File: src/rtl/ctl_seq.sv
// ctl_seq: registered CTL decode for the AR/ARX/MQ strobes and ADX carry-in.
// A LONG microword repeats its double-word AD step N times while holding off CRAM.
module ctl_seq #(
  parameter int WORD  = 36,
  parameter int SC_W  = 6,
  parameter int SEL_W = 3
) (
  input  logic             clk,
  input  logic             reset,
  input  logic             CRAM_valid,
  input  logic             CRAM_ADcarry,
  input  logic [SEL_W-1:0] CRAM_ARsel,
  input  logic [SEL_W-1:0] CRAM_ARXsel,
  input  logic [1:0]       CRAM_MQsel,
  input  logic [4:0]       CRAM_SPEC,
  input  logic [SC_W-1:0]  CRAM_steps,
  input  logic [0:WORD-1]  EDP_AR,
  input  logic             PCplus1inh,
  output logic             CTL_busy,
  output logic             CTL_AR00to08load,
  output logic             CTL_AR09to17load,
  output logic             CTL_ARRload,
  output logic             CTL_AR00to11clr,
  output logic             CTL_AR12to17clr,
  output logic             CTL_ARRclr,
  output logic [SEL_W-1:0] CTL_ARL_SEL,
  output logic [SEL_W-1:0] CTL_ARR_SEL,
  output logic [SEL_W-1:0] CTL_ARXL_SEL,
  output logic [SEL_W-1:0] CTL_ARXR_SEL,
  output logic             CTL_ARX_LOAD,
  output logic [1:0]       CTL_MQ_SEL,
  output logic [1:0]       CTL_MQM_SEL,
  output logic             CTL_MQM_EN,
  output logic             ADXcarry36,
  output logic             ADlong,
  output logic             CTL_saveFlags
);

  typedef enum logic [1:0] {
    S_IDLE,
    S_LONG,
    S_LAST
  } state_e;

  localparam logic [4:0] SP_XCRY = 5'o01;
  localparam logic [4:0] SP_CLRL = 5'o02;
  localparam logic [4:0] SP_CLRR = 5'o03;
  localparam logic [4:0] SP_LONG = 5'o04;
  localparam logic [4:0] SP_MQSH = 5'o05;

  state_e           state_q, state_d;
  logic [SC_W-1:0]  cnt_q, cnt_d;
  logic             busy_q, busy_d;
  logic             ld_q, ld_d;
  logic             clrl_q, clrl_d;
  logic             clrr_q, clrr_d;
  logic [SEL_W-1:0] arsel_q, arsel_d;
  logic [SEL_W-1:0] arxsel_q, arxsel_d;
  logic [1:0]       mqsel_q, mqsel_d;
  logic [1:0]       mqmsel_q, mqmsel_d;
  logic             mqmen_q, mqmen_d;
  logic             carry_q, carry_d;
  logic             adlong_q, adlong_d;
  logic             save_q, save_d;
  logic             x_q, x_d;
  logic             adc_q, adc_d;

  logic             accept;
  logic             x_new;
  logic             save_new;
  logic             unused_ar;

  assign unused_ar = ^EDP_AR[1:WORD-1];
  assign accept    = CRAM_valid && (state_q == S_IDLE);
  assign x_new     = (CRAM_SPEC == SP_XCRY);
  assign save_new  = PCplus1inh & x_new;

  // Next-state decode: accept a microword in IDLE, else replay a LONG step.
  always_comb begin
    state_d  = state_q;
    cnt_d    = cnt_q;
    ld_d     = 1'b0;
    clrl_d   = 1'b0;
    clrr_d   = 1'b0;
    arsel_d  = arsel_q;
    arxsel_d = arxsel_q;
    mqsel_d  = mqsel_q;
    mqmsel_d = mqmsel_q;
    mqmen_d  = 1'b0;
    carry_d  = 1'b0;
    adlong_d = 1'b0;
    save_d   = save_q;
    x_d      = x_q;
    adc_d    = adc_q;
    if (accept) begin
      x_d      = x_new;
      adc_d    = CRAM_ADcarry;
      ld_d     = 1'b1;
      arsel_d  = CRAM_ARsel;
      arxsel_d = CRAM_ARXsel;
      mqsel_d  = CRAM_MQsel;
      save_d   = save_new;
      carry_d  = ~save_new
               & ((EDP_AR[0] & x_new) ^ CRAM_ADcarry);
      clrl_d   = (CRAM_SPEC == SP_CLRL);
      clrr_d   = (CRAM_SPEC == SP_CLRR);
      if (CRAM_SPEC == SP_MQSH) begin
        mqmen_d  = 1'b1;
        mqmsel_d = CRAM_MQsel;
      end
      if (CRAM_SPEC == SP_LONG) begin
        adlong_d = 1'b1;
        if (CRAM_steps != '0) begin
          cnt_d = CRAM_steps - SC_W'(1);
        end
        if (CRAM_steps == SC_W'(2)) begin
          state_d = S_LAST;
        end else if (CRAM_steps > SC_W'(2)) begin
          state_d = S_LONG;
        end
      end
    end else if (state_q != S_IDLE) begin
      ld_d     = 1'b1;
      adlong_d = 1'b1;
      carry_d  = ~save_q
               & ((EDP_AR[0] & x_q) ^ adc_q);
      cnt_d    = cnt_q - SC_W'(1);
      if (state_q == S_LAST) begin
        state_d = S_IDLE;
      end else if (cnt_q == SC_W'(2)) begin
        state_d = S_LAST;
      end
    end
    busy_d = (state_d != S_IDLE);
  end

  // State, counter and all registered outputs.
  always_ff @(posedge clk) begin
    if (reset) begin
      state_q  <= S_IDLE;
      cnt_q    <= '0;
      busy_q   <= 1'b0;
      ld_q     <= 1'b0;
      clrl_q   <= 1'b0;
      clrr_q   <= 1'b0;
      arsel_q  <= '0;
      arxsel_q <= '0;
      mqsel_q  <= '0;
      mqmsel_q <= '0;
      mqmen_q  <= 1'b0;
      carry_q  <= 1'b0;
      adlong_q <= 1'b0;
      save_q   <= 1'b0;
      x_q      <= 1'b0;
      adc_q    <= 1'b0;
    end else begin
      state_q  <= state_d;
      cnt_q    <= cnt_d;
      busy_q   <= busy_d;
      ld_q     <= ld_d;
      clrl_q   <= clrl_d;
      clrr_q   <= clrr_d;
      arsel_q  <= arsel_d;
      arxsel_q <= arxsel_d;
      mqsel_q  <= mqsel_d;
      mqmsel_q <= mqmsel_d;
      mqmen_q  <= mqmen_d;
      carry_q  <= carry_d;
      adlong_q <= adlong_d;
      save_q   <= save_d;
      x_q      <= x_d;
      adc_q    <= adc_d;
    end
  end

  assign CTL_busy         = busy_q;
  assign CTL_AR00to08load = ld_q;
  assign CTL_AR09to17load = ld_q;
  assign CTL_ARRload      = ld_q;
  assign CTL_ARX_LOAD     = ld_q;
  assign CTL_AR00to11clr  = clrl_q;
  assign CTL_AR12to17clr  = clrl_q;
  assign CTL_ARRclr       = clrr_q;
  assign CTL_ARL_SEL      = arsel_q;
  assign CTL_ARR_SEL      = arsel_q;
  assign CTL_ARXL_SEL     = arxsel_q;
  assign CTL_ARXR_SEL     = arxsel_q;
  assign CTL_MQ_SEL       = mqsel_q;
  assign CTL_MQM_SEL      = mqmsel_q;
  assign CTL_MQM_EN       = mqmen_q;
  assign ADXcarry36       = carry_q;
  assign ADlong           = adlong_q;
  assign CTL_saveFlags    = save_q;

endmodule

File: config.mk
export PLATFORM = sky130hd
export DESIGN_NAME = ctl_seq
export DESIGN_NICKNAME = d
export VERILOG_FILES = /design/src/rtl/ctl_seq.sv
export SDC_FILE = /design/constraint.sdc
export NUM_CORES = 1
export LEC_CHECK = 0
export BUFFER_PORTS_ARGS = -buffer_cell sky130_fd_sc_hd__buf_2
export CORE_MARGIN = 10
export CORE_UTILIZATION = 43
export DETAILED_ROUTE_END_ITERATION = 8
export GPL_ROUTABILITY_DRIVEN = 0
export PLACE_DENSITY = 0.85
export SLEW_MARGIN = 15
export SYNTH_ARGS = -nofsm -noshare
export SYNTH_HDL_FRONTEND = slang
export SYNTH_SLANG_ARGS = --single-unit
File: constraint.sdc
create_clock -name clk -period 2.65 [get_ports clk]
set_clock_uncertainty 0.05 [all_clocks]
set_input_delay 0.3975 -clock clk [delete_from_list [all_inputs] [get_ports clk]]
set_output_delay 0.3975 -clock clk [all_outputs]
set_load 0.01 [all_outputs]
=== Word-level counts from Yosys, hierarchy flattened ===
Index checks and enable logic that the tools add are counted.

* Multipliers: 0
* $add $sub $neg: 2
* Shift-type cells: 0
* Magnitude comparators: 1
* Bitwise gates (word level): 10
* Eq/ne operators: 10
* Mux-type cells: 18
* Reduce and logical (&&, ||, !) cells: 9
* Divide/modulo/power cells: 0

{| class="wikitable"
|+ Operators with widths
! operator !! count
|-
| 6-bit 2-to-1 mux || 4
|-
| 2-bit 2-to-1 mux || 7
|-
| 6-bit by 2-bit equality test with 1-bit output, second input constant || 2
|-
| 6-bit by 1-bit subtractor with 6-bit output, second input constant || 2
|-
| 5-bit by 2-bit equality test with 1-bit output, second input constant || 2
|-
| 5-bit by 3-bit equality test with 1-bit output, second input constant || 2
|-
| 1-bit 2-to-1 mux || 7
|-
| 6-bit by 2-bit > comparator with 1-bit output, second input constant || 1
|-
| 2-bit nonzero test || 3
|-
| 6-bit nonzero test || 1
|-
| 1-bit bitwise AND || 5
|-
| 5-bit by 1-bit equality test with 1-bit output, second input constant || 1
|-
| 2-bit by 1-bit inequality test with 1-bit output, second input constant || 2
|-
| 1-bit inverter || 3
|-
| 3-bit AND reduction || 1
|-
| 2-bit equality test, second input constant || 1
|-
| 2-bit logical NOT || 1
|-
| 2-bit AND reduction || 1
|-
| 2-bit OR reduction || 1
|-
| 1-bit bitwise XOR || 2
|-
| 1-bit logical AND || 1
|}

* Register bits: 28
* ROM bits: 0
* Word-level logic and storage cells: 66
* Bits in writable memories: 0
* Bits of input ports: 60
* Memories: 0
* Bits in latches: 0

=== Depth between registers and ports, before layout ===
Gate-level depths: netlist of run 1.

* Depth after elaboration: 6
* Gate-level depth with buffers: 9
* Depth with buffers taken out: 6

=== Worst setup path after synthesis of run 1 ===
OpenSTA, ideal clock, no wires.

* Path kind: register to register
* From: reg state_q[0]
* To: reg cnt_q[4]
* Path buffers: 3
* Arrival time: 1.978 ns
* Path slack: 0.487 ns
* Stages on the path, launching flop included: 10
* Path through: dfxtp_1 buf_2 nor3b_2 buf_2 buf_2 mux2i_1 ha_1 a21oi_1 o21ai_1 a31oi_1

* Cells in the longest elaborated chain, start to end: 4

{| class="wikitable"
|+ RTL lines
! what !! RTL line !! text
|-
| from (decl) || 51 || <nowiki>state_e state_q, state_d;</nowiki>
|-
| from (signal assigned) || 157 || <nowiki>state_q <= state_d;</nowiki>
|-
| 2-bit logical NOT || 74 || <nowiki>assign accept = CRAM_valid && (state_q == S_IDLE);</nowiki>
|-
| 1-bit logical AND || 74 ||
|-
| 2-bit by 1-bit inequality test with 1-bit output (no source line) / 2-bit nonzero test (equally long branches) || n/a ||
|-
| 3-bit AND reduction (no source line) || n/a ||
|-
| to (signal assigned) || 158 || <nowiki>cnt_q <= cnt_d;</nowiki>
|-
| to (decl) || 52 || <nowiki>logic [SC_W-1:0] cnt_q, cnt_d;</nowiki>
|}

Several ways; a longest one is shown, not always the timed one.
A chain may end at the register's enable or synchronous reset.

=== Worst setup path in the final report of run 1 ===
* From: reg state_q[0]
* To: reg cnt_q[2]

The elaborated chain is that of the path after synthesis.

==> results of run 1 <==
==> kinds of logic (layout without fill, tap and decap cells) <==
group / Yosys count / after routing / share of synthesized area (%)
and+or+nand+nor: 75 / 75 / 27.3
DFF: 28 / 28 / 38.6
buffers and inverters: 19 / 60 / 7.74
AOI/OAI and AO/OA: 41 / 41 / 19.3
xor gates and xnor gates: 1 / 1 / 0.603
muxes: 8 / 8 / 5.68
adders and majority gates: 1 / 1 / 0.860
==> sequential cells by signal (all words and copies together) (netlist names), 2 cells and up <==
| register | count |
|---|---|
| cnt_q | 6 |
| CTL_ARL_SEL | 3 |
| CTL_ARXL_SEL | 3 |
| CTL_MQM_SEL | 2 |
| CTL_MQ_SEL | 2 |
| state_q | 2 |
==> Yosys cell counts (2+ instances only) <==
library cell / number / area [um2]
a211oi_2: 2 / 25.0
a21oi_1: 16 / 80.1
a31oi_1: 4 / 25.0
buf_2: 3 / 15.0
buf_4: 10 / 75.1
clkbuf_1: 5 / 18.8
dfxtp_1: 28 / 561
mux2_2: 2 / 22.5
mux2i_1: 6 / 60.1
nand2_1: 31 / 116
nand2b_1: 2 / 12.5
nand3_1: 4 / 20.0
nand4_1: 2 / 12.5
nor2_1: 14 / 52.6
nor3_1: 2 / 10.0
nor4_2: 2 / 25.0
o21a_1: 2 / 15.0
o21ai_0: 6 / 30.0
o21ai_1: 2 / 10.0
o31ai_1: 2 / 15.0
or4_1: 4 / 30.0
==> area by class of cell <==
cell class	count	area [um2]	area share, %
inverters	1	3.75	0.216
flip-flops and latches	28	561	32.3
clock inverters	1	30.0	1.73
repair buffers	55	283	16.3
well taps	46	57.6	3.31
multi-input cells	126	781	44.9
clock buffers	3	22.5	1.30
==> worst max path at each step <==
stage,startpoint,endpoint,slack (ns),cells past startpoint
3_5_place_dp,CRAM_valid,cnt_q[4],0.58,7
6_report,state_q[0],cnt_q[2],0.62,5
2_1_floorplan,state_q[0],cnt_q[4],0.49,9
5_1_grt,state_q[0],cnt_q[2],0.50,5
4_1_cts,state_q[0],cnt_q[2],0.64,5
3_3_place_gp,CRAM_valid,cnt_q[4],0.58,7
==> power groups by stage <==
stage	clock network (mW)	logic (mW)	registers, mW
2_1_floorplan	0	0.0874	0.458
5_1_grt	0.298	0.155	0.449
6_report	0.280	0.140	0.447
4_1_cts	0.286	0.141	0.446
3_3_place_gp	0	0.138	0.454
3_5_place_dp	0	0.141	0.455
==> metrics by stage <==
step	total power [mW]	cell area (um2)
3_5_place_dp	0.596	1690
3_3_place_gp	0.593	1690
2_1_floorplan	0.546	1450
6_report	0.866	1740
4_1_cts	0.874	1740
5_1_grt	0.902	1740
==> layer usage <==
metal  vias up  part of all wire (%)  GRT usage [%]
met1       637                    43           13.0
met2        46                    49           19.5
met4         0                  0.84           2.69
li1        692                     -              -
met3         2                   7.4           4.21
met5         -                     0              0
==> impl_metrics.env, run 1 <==
export IMPL_status="finished, final reports clean"
export IMPL_root_buffer="clkbuf_4"
export IMPL_pwr_share_clk_pct=32.3
export IMPL_crit_chain="nor3b_2 -> mux2i_1 -> ha_1 -> o311ai_0 -> a31oi_1"
export IMPL_r2r_end="cnt_q[2]"
export IMPL_drv_slew=0
export IMPL_rr_worst_depth=5
export IMPL_fp_row_count=21
export IMPL_dp_hpwl_mm=2.88
export IMPL_synth_seq_cells=28
export IMPL_crit_family="simple AND/OR/NAND/NOR gates"
export IMPL_start_util_pct=43.9
export IMPL_cts_resized=0
export IMPL_routed_wl_mm=3.71
export IMPL_crit_path_max_fanout=8
export IMPL_viasPerCell=5.30
export IMPL_clock_sinks=28
export IMPL_synth_area_mm2=0.00145
export IMPL_arrival_ns=2.25
export IMPL_cts_made_buffers=3
export IMPL_hp_start="CRAM_SPEC[2]"
export IMPL_fmax_ghz=0.492
export IMPL_nets=276
export IMPL_tightest_slew_ns=0.574
export IMPL_power_switching_mw=0.218
export IMPL_tritoncts="built"
export IMPL_hold_class="in2reg"
export IMPL_internal_power_mw=0.648
export IMPL_hold_slack_ns=0.213
export IMPL_fill_cells=341
export IMPL_wl_per_cell_um=14.3
export IMPL_dp_cells=256
export IMPL_drive_above_1_share_pct=34.1
export IMPL_slowest_delay_ns=0.54
export IMPL_hold_buffers=0
export IMPL_pwr_share_seq_pct=51.5
export IMPL_avgSynthCellArea_um2=8.40
export IMPL_yosysSeqAreaShare_pct=38.6
export IMPL_path_clk_slew_ns=0.15
export IMPL_worst_slack_ns=0.616
export IMPL_utilization_pct=52.5
export IMPL_dp_slack_ns=0.580
export IMPL_reg2reg_slack_ns=0.62
export IMPL_core_area_mm2=0.00331
export IMPL_crit_buf_inv=0
export IMPL_min_path_cells=2
export IMPL_grt_antenna_before_repair=0
export IMPL_layout_commonest_cell="buf_2"
export IMPL_crit_slowest_cell="nor3b_2"
export IMPL_end_kind="register"
export IMPL_finalCriticalPeriod_ns=2.03
export IMPL_die_area_mm2=0.00611
export IMPL_vias=1377
export IMPL_grt_pass1_vias=1313
export IMPL_ys_flop_type="dfxtp_1"
export IMPL_hold_path_end="CTL_AR00to11clr"
export IMPL_yosysUniqueCellTypes=45
export IMPL_combPwrFrac_pct=16.2
export IMPL_cts_buffer_depth=2
export IMPL_fin_crit_sh_pct=76.7
export IMPL_final_hold_violation_count=0
export IMPL_ant_nets=0
export IMPL_switching_share_pct=25.2
export IMPL_cellPowerDensity_mw_per_mm2=499
export IMPL_synth_edf_count=0
export IMPL_final_cell_mix="52 x buf_2, 31 x nand2_1, 28 x dfxtp_1, 16 x a21oi_1, 14 x nor2_1"
export IMPL_grt_max_degree=29
export IMPL_yosysWarningCount=0
export IMPL_diodes=0
export IMPL_critPathLaunchType="register"
export IMPL_ir_drop_mv=0.377
export IMPL_slew_headroom_pct=61.6
export IMPL_clock_latency_ns=0.33
export IMPL_leakage_nw=0.754
export IMPL_crit_required_ns=2.86
export IMPL_die_x_um=78.1
export IMPL_grt_use_total_pct=11.3
export IMPL_first_pass_iters=4
export IMPL_htreeDepth=1
export IMPL_r2r_start="state_q[0]"
export IMPL_drc_errors=0
export IMPL_syn_inst=173
export IMPL_grt_pass1_wl_mm=5.96
export IMPL_ys_async_sr_fraction_pct=0
export IMPL_gr_total_overflow=0
export IMPL_cts_setup_buffers=0
export IMPL_path_class="reg2reg"
export IMPL_finalSetupViolCount=0
export IMPL_setup_tns_ns=0
export IMPL_rsz0062_at_grt="no"
export IMPL_maxCapViolations=0
export IMPL_area_delta_synth_final_pct=19.5
export IMPL_instances_no_fill=260
export IMPL_numPortBuffers=52
export IMPL_ios=88
export IMPL_die_h_um=78.1
export IMPL_drt_iter0_markers=77
export IMPL_syn_nets=234
No activity file was read; power rests on OpenSTA's default activity.
==> inputs of run 2 (changes only) <==
Settings changed: CORE_UTILIZATION 43 to 39, PLACE_DENSITY 0.85 to 0.81.
Clock period 2.65 ns to 1.8 ns, I/O delays scaled along.
==> run 2 against run 1 <==
  * Critical endpoint unchanged
  * Total power rose by 60%
  * Maximum frequency grew 15%
  * Non-clock buffer count increased by 16
  * Worst setup slack lost 0.58 ns
  * Core utilization up 0.26 points
  * Wire length grew 11%
  * Via count is 6.6% higher
  * Register-to-register slack got worse by 0.58 ns
  * Flip-flop and latch count did not move
  * Largest power group unchanged
  * Highest routed layer unchanged
==> impl_metrics.env, run 2 (synthesis gave the netlist of run 1 again) <==
export IMPL_status="finished, final reports clean"
export IMPL_dp_cells=272
export IMPL_fill_cells=368
export IMPL_fmax_ghz=0.565
export IMPL_drc_errors=0
export IMPL_grt_use_total_pct=11.8
export IMPL_fin_crit_sh_pct=98.3
export IMPL_layout_commonest_cell="buf_2"
export IMPL_area_delta_synth_final_pct=31.8
export IMPL_tightest_slew_ns=0.407
export IMPL_cts_buffer_depth=2
export IMPL_first_pass_iters=4
export IMPL_die_h_um=81.1
export IMPL_dp_hpwl_mm=3.12
export IMPL_grt_pass1_vias=1464
export IMPL_drv_slew=0
export IMPL_rsz0062_at_grt="yes"
export IMPL_grt_pass1_wl_mm=6.38
export IMPL_nets=292
export IMPL_grt_antenna_before_repair=0
export IMPL_slew_headroom_pct=72.5
export IMPL_arrival_ns=1.91
export IMPL_finalInstanceArea_mm2=0.00192
export IMPL_crit_required_ns=1.95
export IMPL_wl_per_cell_um=14.8
export IMPL_clock_sinks=28
export IMPL_core_area_mm2=0.00363
export IMPL_htreeDepth=1
export IMPL_root_buffer="clkbuf_8"
export IMPL_viasPerCell=5.28
export IMPL_crit_path_max_fanout=6
export IMPL_path_clk_slew_ns=0.10
export IMPL_cts_made_buffers=3
export IMPL_hold_class="in2reg"
export IMPL_instances_no_fill=278
export IMPL_ant_nets=0
export IMPL_final_hold_violation_count=0
export IMPL_final_cell_mix="52 x buf_2, 31 x nand2_1, 27 x dfxtp_1, 19 x buf_4, 16 x a21oi_1"
export IMPL_clock_latency_ns=0.27
export IMPL_hold_buffers=0
export IMPL_critPathLaunchType="register"
export IMPL_regMostFlops="cnt_q"
export IMPL_grt_max_degree=17
export IMPL_numPortBuffers=52
export IMPL_diodes=0
export IMPL_ios=88
export IMPL_cellPowerDensity_mw_per_mm2=721
export IMPL_drt_iter0_markers=118
export IMPL_drive_above_1_share_pct=40.4
export IMPL_fp_row_count=22
export IMPL_largest_register_ffs=6
export IMPL_routed_wl_mm=4.11
export IMPL_finalSetupViolCount=0
export IMPL_leakage_nw=0.849
export IMPL_tritoncts="built"
export IMPL_ir_drop_mv=0.567
export IMPL_end_kind="register"
export IMPL_start_util_pct=40.0
export IMPL_finalCriticalPeriod_ns=1.77
export IMPL_placed_cell_area_mm2=0.00180
export IMPL_path_class="reg2reg"
export IMPL_maxCapViolations=0
export IMPL_die_area_mm2=0.00657
export IMPL_gr_total_overflow=0
export IMPL_die_x_um=81.1
export IMPL_vias=1468
[run 2: cell types whose count changed in the layout (fill, tap and decap cells not counted), sizes merged]
cell  change
buf      +16
[run 2: per-stage QoR]
stage | setup TNS [ns] | utilization (%) | power [mW] | setup slack (ns) | hold slack, ns
finish | 0 | 52.8 | 1.38 | 0.0314 | 0.172
global route | -0.117 | 52.8 | 1.44 | -0.0976 | 0.168
CTS | 0 | 51.8 | 1.39 | 0.0372 | 0.166
detailed placement | -0.356 | 49.6 | 0.897 | -0.0825 | 0.398
global placement | -0.0947 | 49.6 | 0.891 | -0.0387 | 0.389
floorplan | -0.149 | - | 0.811 | -0.0841 | 0.297
[run 2: path summary, 6_finish.rpt]
check / from / endpoint / slack (ns) / depth (start not counted)
min reg2reg: x_q / x_q / 0.41 / 2
max reg2reg: state_q[1] / cnt_q[2] / 0.03 / 5
min: CRAM_ARsel[0] / CTL_ARL_SEL[0] / 0.17 / 3
max: state_q[1] / cnt_q[2] / 0.03 / 5
[run 2: repair_timing]
| item | CTS | global route |
|---|---|---|
| gates resized for setup | 0 | 8 |
| setup buffers | 1 | 2 |
| pin swaps | 1 | 2 |
| endpoints found under the setup margin | 2 | 2 |
[run 2: area by class of cell]
class / count / area, um2 / share of cell area, %
clock buffers: 3 / 41.3 / 2.15
clock inverters: 1 / 30.0 / 1.57
inverters: 1 / 3.75 / 0.196
multi-input cells: 126 / 815 / 42.5
flip-flops and latches: 28 / 564 / 29.4
well taps: 48 / 60.1 / 3.13
repair buffers: 71 / 403 / 21.0
[run 2: metal layers]
metal / vias to the layer above / track usage (%) / wire [um]
met3: 2 / 3.31 / 265
met1: 696 / 13.0 / 1670
met5: - / 0 / 0
met2: 43 / 20.9 / 2140
met4: 0 / 4.67 / 34
li1: 727 / - / -
[run 2: power breakdown]
part           internal [mW]  switching (mW)
combinational          0.110           0.133
sequential             0.639          0.0141
clock                  0.298           0.189
[run 2: worst max-delay path, cell delays in order (launching register included)]
cell      delay [ns]
dfxtp_4         0.37
nor3b_4         0.36
mux2i_2         0.35
ha_4            0.21
o311ai_0        0.15
a31oi_1         0.20
